===== config.mk =====
export PLATFORM = sky130hd
export DESIGN_NAME = mem_readback
export DESIGN_NICKNAME = d
export VERILOG_FILES = /design/src/rtl/mem_readback_pkg.sv /design/src/rtl/mem_readback_sync_fifo.sv /design/src/rtl/mem_readback.sv
export SDC_FILE = /design/constraint.sdc
export NUM_CORES = 1
export LEC_CHECK = 0
export ABC_AREA = 1
export CORE_ASPECT_RATIO = 1.75
export CORE_MARGIN = 2
export CORE_UTILIZATION = 35
export DETAILED_ROUTE_END_ITERATION = 8
export SLEW_MARGIN = 10
export SYNTH_ARGS = -nofsm -noshare
export SYNTH_HDL_FRONTEND = slang
export SYNTH_SLANG_ARGS = --single-unit

===== constraint.sdc =====
create_clock -name clk -period 7 [get_ports clk]
set_input_delay 1.4 -clock clk [delete_from_list [all_inputs] [get_ports clk]]
set_output_delay 1.4 -clock clk [all_outputs]
set_load 0.02 [all_outputs]

===== src/rtl/mem_readback_pkg.sv =====
// Shared types and sizing for the memory readback streamer.
package mem_readback_pkg;

    localparam int unsigned FIFO_DEPTH = 4;

    typedef enum logic [1:0] {
        ST_IDLE,
        ST_RUN,
        ST_DRAIN,
        ST_DONE
    } state_t;

endpackage


===== src/rtl/mem_readback_sync_fifo.sv =====
// Small synchronous FIFO with registered storage; head word is visible on o_rdata.
module sync_fifo #(
    parameter  int unsigned WIDTH = 8,
    parameter  int unsigned DEPTH = 4,
    localparam int unsigned PW    = (DEPTH > 1) ? $clog2(DEPTH) : 1,
    localparam int unsigned CW    = $clog2(DEPTH + 1)
) (
    input  logic             clk,
    input  logic             reset,
    input  logic             i_push,
    input  logic             i_pop,
    input  logic [WIDTH-1:0] i_wdata,
    output logic [WIDTH-1:0] o_rdata,
    output logic             o_empty,
    output logic             o_full,
    output logic [CW-1:0]    o_count
);

    logic [WIDTH-1:0] r_mem [DEPTH];
    logic [PW-1:0]    r_wptr;
    logic [PW-1:0]    r_rptr;
    logic [CW-1:0]    r_count;
    logic             w_do_push;
    logic             w_do_pop;

    assign o_empty   = (r_count == '0);
    assign o_full    = (r_count == CW'(DEPTH));
    assign o_count   = r_count;
    assign o_rdata   = r_mem[r_rptr];
    assign w_do_push = i_push && !o_full;
    assign w_do_pop  = i_pop && !o_empty;

    always_ff @(posedge clk) begin
        if (reset) begin
            r_wptr  <= '0;
            r_rptr  <= '0;
            r_count <= '0;
            for (int unsigned i = 0; i < DEPTH; i++) begin
                r_mem[i] <= '0;
            end
        end else begin
            if (w_do_push) begin
                r_mem[r_wptr] <= i_wdata;
                r_wptr        <= (r_wptr == PW'(DEPTH - 1)) ? '0 : r_wptr + PW'(1);
            end
            if (w_do_pop) begin
                r_rptr <= (r_rptr == PW'(DEPTH - 1)) ? '0 : r_rptr + PW'(1);
            end
            case ({w_do_push, w_do_pop})
                2'b10:   r_count <= r_count + CW'(1);
                2'b01:   r_count <= r_count - CW'(1);
                default: r_count <= r_count;
            endcase
        end
    end

endmodule


===== src/rtl/mem_readback.sv =====
// Streams a block-RAM region out over valid/ready, driving the RAM's
// registered read port and accumulating a 32-bit checksum of delivered words.
module mem_readback
    import mem_readback_pkg::*;
#(
    parameter  int unsigned WID_MEM   = 32,
    parameter  int unsigned DEPTH_MEM = 2048,
    localparam int unsigned AW        = $clog2(DEPTH_MEM)
) (
    input  logic               clk,
    input  logic               reset,
    input  logic               start,
    input  logic [AW-1:0]      base_addr,
    input  logic [AW:0]        length,
    output logic [31:0]        mem_raddr,
    input  logic [WID_MEM-1:0] mem_dout,
    output logic [WID_MEM-1:0] out_data,
    output logic               out_valid,
    input  logic               out_ready,
    output logic               out_last,
    output logic               busy,
    output logic               done,
    output logic [31:0]        checksum
);

    localparam int unsigned CW = $clog2(FIFO_DEPTH + 1);

    state_t         r_state;
    state_t         w_state_nxt;
    logic [AW-1:0]  r_base;
    logic [AW:0]    r_len;
    logic [AW:0]    r_issue_cnt;
    logic [1:0]     r_inflight;
    logic           r_rd_vld;
    logic           r_rd_last;
    logic [31:0]    r_checksum;

    logic           w_start_ok;
    logic           w_pop;
    logic           w_issue;
    logic           w_issue_last;
    logic           w_last_acc;
    logic [3:0]     w_credit_used;
    logic [AW-1:0]  w_raddr;
    logic [31:0]    w_beat32;
    logic           w_fifo_empty;
    logic           w_fifo_full;
    logic [CW-1:0]  w_fifo_count;
    logic [WID_MEM:0] w_fifo_rdata;

    assign w_start_ok = (r_state == ST_IDLE) && start;
    assign w_pop      = out_valid && out_ready;

    // Words buffered or in flight, less the one leaving now, must stay below FIFO depth.
    assign w_credit_used = 4'(w_fifo_count) + 4'(r_inflight) - 4'(w_pop);
    assign w_issue       = (r_state == ST_RUN) && (w_credit_used < 4'(FIFO_DEPTH));
    assign w_issue_last  = w_issue && (r_issue_cnt == r_len - (AW + 1)'(1));

    assign w_raddr   = r_base + r_issue_cnt[AW-1:0];
    assign mem_raddr = 32'(w_raddr);

    assign out_valid  = !w_fifo_empty;
    assign out_data   = w_fifo_rdata[WID_MEM-1:0];
    assign out_last   = out_valid && w_fifo_rdata[WID_MEM];
    assign w_last_acc = w_pop && w_fifo_rdata[WID_MEM];

    assign busy     = (r_state != ST_IDLE);
    assign done     = (r_state == ST_DONE);
    assign checksum = r_checksum;

    generate
        if (WID_MEM >= 32) begin : g_beat_trunc
            assign w_beat32 = out_data[31:0];
        end else begin : g_beat_ext
            assign w_beat32 = {{(32 - WID_MEM){1'b0}}, out_data};
        end
    endgenerate

    sync_fifo #(
        .WIDTH (WID_MEM + 1),
        .DEPTH (FIFO_DEPTH)
    ) u_fifo (
        .clk     (clk),
        .reset   (reset),
        .i_push  (r_rd_vld),
        .i_pop   (w_pop),
        .i_wdata ({r_rd_last, mem_dout}),
        .o_rdata (w_fifo_rdata),
        .o_empty (w_fifo_empty),
        .o_full  (w_fifo_full),
        .o_count (w_fifo_count)
    );

    // The tagged last word only leaves once every earlier word has, so its
    // acceptance alone means the FIFO and read pipeline are drained.
    always_comb begin
        w_state_nxt = r_state;
        case (r_state)
            ST_IDLE:  if (start) w_state_nxt = (length == '0) ? ST_DONE : ST_RUN;
            ST_RUN:   if (w_issue_last) w_state_nxt = ST_DRAIN;
            ST_DRAIN: if (w_last_acc) w_state_nxt = ST_DONE;
            ST_DONE:  w_state_nxt = ST_IDLE;
            default:  w_state_nxt = ST_IDLE;
        endcase
    end

    always_ff @(posedge clk) begin
        if (reset) begin
            r_state     <= ST_IDLE;
            r_base      <= '0;
            r_len       <= '0;
            r_issue_cnt <= '0;
            r_inflight  <= '0;
            r_rd_vld    <= 1'b0;
            r_rd_last   <= 1'b0;
            r_checksum  <= '0;
        end else begin
            r_state    <= w_state_nxt;
            r_rd_vld   <= w_issue;
            r_rd_last  <= w_issue_last;
            r_inflight <= r_inflight + 2'(w_issue) - 2'(r_rd_vld);
            if (w_start_ok) begin
                r_base      <= base_addr;
                r_len       <= length;
                r_issue_cnt <= '0;
                r_checksum  <= '0;
            end else begin
                if (w_issue) r_issue_cnt <= r_issue_cnt + (AW + 1)'(1);
                if (w_pop)   r_checksum  <= r_checksum + w_beat32;
            end
        end
    end

    a_length_legal: assert property (@(posedge clk) disable iff (reset)
        w_start_ok |-> (length <= (AW + 1)'(DEPTH_MEM)));

    a_fifo_no_overflow: assert property (@(posedge clk) disable iff (reset)
        r_rd_vld |-> (!w_fifo_full || w_pop));

endmodule


==> reports/metrics.yaml <==
timing:
  hold_viol_final: 0
  maxSlewHeadroom: 0.229
  setup_ws_ns: 2.51
  rsz0062_at_grt: "no"
  worst_pin_slew_ns: 1.16
  fin_setup_tns_ns: 0
  fin_crit_ns: 4.49
  fin_hold_ws_ns: 0.451
  finalSetupViolations: 0
  clock.fmax_ghz: 0.223
  fin_crit_sh: 0.642
  finClkSkew_ns: 0.0105
  slew_violations: 0
layout:
  n_fill_cell: 3407
  drive_above_1_share: 0.0613
  seqCellArea_mm2: 0.00561
  fin_nets: 1719
  multi_input_area_mm2: 0.00556
  postLayoutCoreUtil: 0.430
  diodes: 0
  area_delta_synth_final_pct: 20.9
  stdcell_count: 2071
drt:
  drt_iter0_drc: 695
  dr.pass1.iters: 5
  remaining_drc_errors: 0
  wl_per_cell_um: 16.9
  antenna_left: 0
  via_per_inst: 5.00
  routed_wirelength_um: 35000
  vias: 10361
power:
  vdd_drop_max_mv: 0.267
  swShare: 0.424
  intPower_mw: 3.21
  power_leakage_nw: 6.23
  clkPwrFrac: 0.224
  p_sw_mw: 2.36
  p_per_area_mw_per_mm2: 383
  seq_power_share: 0.297
  combPwrFrac: 0.479
placed_design:
  place_hpwl_um: 25500
  dpl.cell_count: 2031
  io_buffer_count: 137
  dp_slack_ns: 1.98
  gp_congestion: 0.900
global_route:
  grt_pass1_vias: 10412
  antenna_found_initial: 0
  track_usage: 0.197
  grt_first_pass_wirelength_um: 55200
  gr-total-overflow: 0
  grt_max_degree: 67
setup_path:
  rr_worst_depth: 13
  worstPathArrival_ns: 3.09
  crit_path_start_kind: "flip-flop"
  reg2reg_setup_slack_ns: 3.25
  setup.worst_path.end_class: "output port"
  critPathMaxFanout: 33
  cp.required_ns: 5.60
  reg2reg_to: "checksum[30]$_SDFFE_PP0P_"
  critPathKind: "flip-flop to output port"
floorplan:
  rows: 89
  die_y_um: 249
  die_area_mm2: 0.0359
  io_pins: 159
  start_util: 0.356
  die_w_um: 144
  coreArea_mm2: 0.0337
worst_hold_path:
  hold_start: "r_inflight[1]$_SDFF_PP0_"
  worstHoldEndpoint: "r_inflight[1]$_SDFF_PP0_"
  hold_path.class: "flip-flop to flip-flop"
  hold_depth: 1
job:
  maxCapViolations: 0
run_status:
  status: "finished, final reports clean"
cts:
  clk_pin_slew_ns: 0.06
  clockRootBuffer: "clkbuf_16"
  clock_sinks: 214
  clock_latency_ns: 0.52
  htree_levels: 1
  cts_buffers: 22
  cts_hold_buf: 0
  cts_tree: "yes"
  clockBufferDepth: 3
  cts_resized: 0
  postCtsSetupRepairBufs: 0
logic_synthesis:
  yosysSeqAreaShare: 0.467
  syn_avg_cell_area_um2: 8.12
  synth_area_mm2: 0.0120
  yosys_warnings: 0
  async_flop_share: 0
  synth-seq-cells: 214
  synth_flop_cell: "edfxtp_1"
  synth_edf_count: 132
  yosysUniqueCellTypes: 52
  netlist_instances: 1479
[state kept, by name (all words and copies together), names as in the netlist, named ones only]
register,cells
u_fifo.r_mem,132
checksum,32
r_issue_cnt,12
r_len,12
r_base,11
u_fifo.o_count,3
r_inflight,2
r_state,2
u_fifo.r_rptr,2
u_fifo.r_wptr,2
r_rd_last,1
r_rd_vld,1
[cell usage after synthesis (all sizes together) (2+ instances only)]
master	count	area share
nor4	10	0.0065
fa	3	0.0050
o31ai	2	0.0024
or2	3	0.0016
o2111ai	3	0.0022
ha	57	0.059
nor2	361	0.12
o21a	5	0.0031
nor3	15	0.0075
xor2	25	0.018
dfxtp	82	0.14
a21o	11	0.0069
o211ai	2	0.0012
buf	48	0.024
o22ai	32	0.017
clkbuf	22	0.0069
o21ai	148	0.062
nand2	199	0.067
a21oi	76	0.032
nand3	62	0.027
a21boi	2	0.0016
inv	150	0.047
edfxtp	132	0.33
a31oi	2	0.0010
nand4	6	0.0031
nand3b	4	0.0025
o21bai	3	0.0019
xnor2	7	0.0051
[critical path: stages (launching register included)]
cell and delay [ns]:
dfxtp_1 0.31, inv_1 0.83, o21ai_0 0.35, o22ai_1 0.40, clkdlybuf4s50_1 0.68
[worst max-delay path by stage]
stage | slack (ns) | start | endpoint | cells after the start
3_3_place_gp | 2.04 | reset | u_fifo.r_mem[0][16]$_SDFFCE_PN0P_ | 7
3_5_place_dp | 1.98 | reset | u_fifo.r_mem[0][19]$_SDFFCE_PN0P_ | 7
2_1_floorplan | 3.43 | out_ready | r_inflight[1]$_SDFF_PP0_ | 17
4_1_cts | 2.46 | flip-flop | out_data[25] | 4
5_1_grt | 2.32 | flip-flop | out_data[25] | 4
6_report | 2.51 | flip-flop | out_data[25] | 4
[through the flow]
stage / cell area, µm² / total power [mW]
6_report: 14500 / 5.56
3_3_place_gp: 13700 / 4.33
4_1_cts: 14500 / 5.62
2_1_floorplan: 12100 / 3.40
3_5_place_dp: 13700 / 4.35
5_1_grt: 14500 / 5.96
[cell families (layout without fill, tap and decap cells)]
| family | count (synthesis) | after routing | synth area share |
|---|---|---|---|
| AOI/OAI and AO/OA | 290 | 290 | 0.134 |
| xor gates and xnor gates | 32 | 32 | 0.0233 |
| and+or+nand+nor | 661 | 661 | 0.234 |
| other | 1 | 21 | 0.000312 |
| buffers and inverters | 221 | 338 | 0.0779 |
| adders and majority gates | 60 | 60 | 0.0644 |
| DFF | 214 | 214 | 0.467 |
[layer usage]
metal / wire, µm / global-route usage / part of all wire / up-vias
li1: - / - / - / 5137
met1: 13100 / 0.214 / 0.37 / 4900
met2: 19200 / 0.378 / 0.55 / 260
met3: 1500 / 0.0242 / 0.043 / 64
met4: 1250 / 0.0793 / 0.036 / 0
met5: 0 / 0 / 0 / -
[placed cells by master (no fill, tap or decap), types with 10 or more instances in the layout]
cell / n
clkdlybuf4s50_1: 137
nand2_2: 12
inv_2: 11
dfxtp_1: 81
edfxtp_1: 132
o21ai_1: 13
nand3_1: 59
buf_4: 10
o21ai_0: 135
a21o_1: 11
conb_1: 21
o22ai_1: 32
nor2_1: 347
clkbuf_16: 23
ha_1: 57
nand2_1: 184
nor3_1: 12
xor2_1: 25
a21oi_1: 75
inv_1: 138
[final cells by class]
| type | instances | area share |
|---|---|---|
| well taps | 455 | 0.0392 |
| inverters | 151 | 0.0391 |
| repair buffers | 147 | 0.0996 |
| clock inverters | 12 | 0.0105 |
| flip-flops and latches | 214 | 0.386 |
| clock buffers | 28 | 0.0423 |
| multi-input cells | 1064 | 0.383 |
[power groups by stage]
stage                     clock network (mW)  registers (mW)  logic, mW
after CTS                               1.27            1.65       2.69
after global placement                     0            1.67       2.65
after global routing                    1.32            1.67       2.98
after floorplan                            0            1.69       1.71
after detailed placement                   0            1.68       2.67
final                                   1.25            1.65       2.66
No activity file was read; power rests on OpenSTA's default activity.
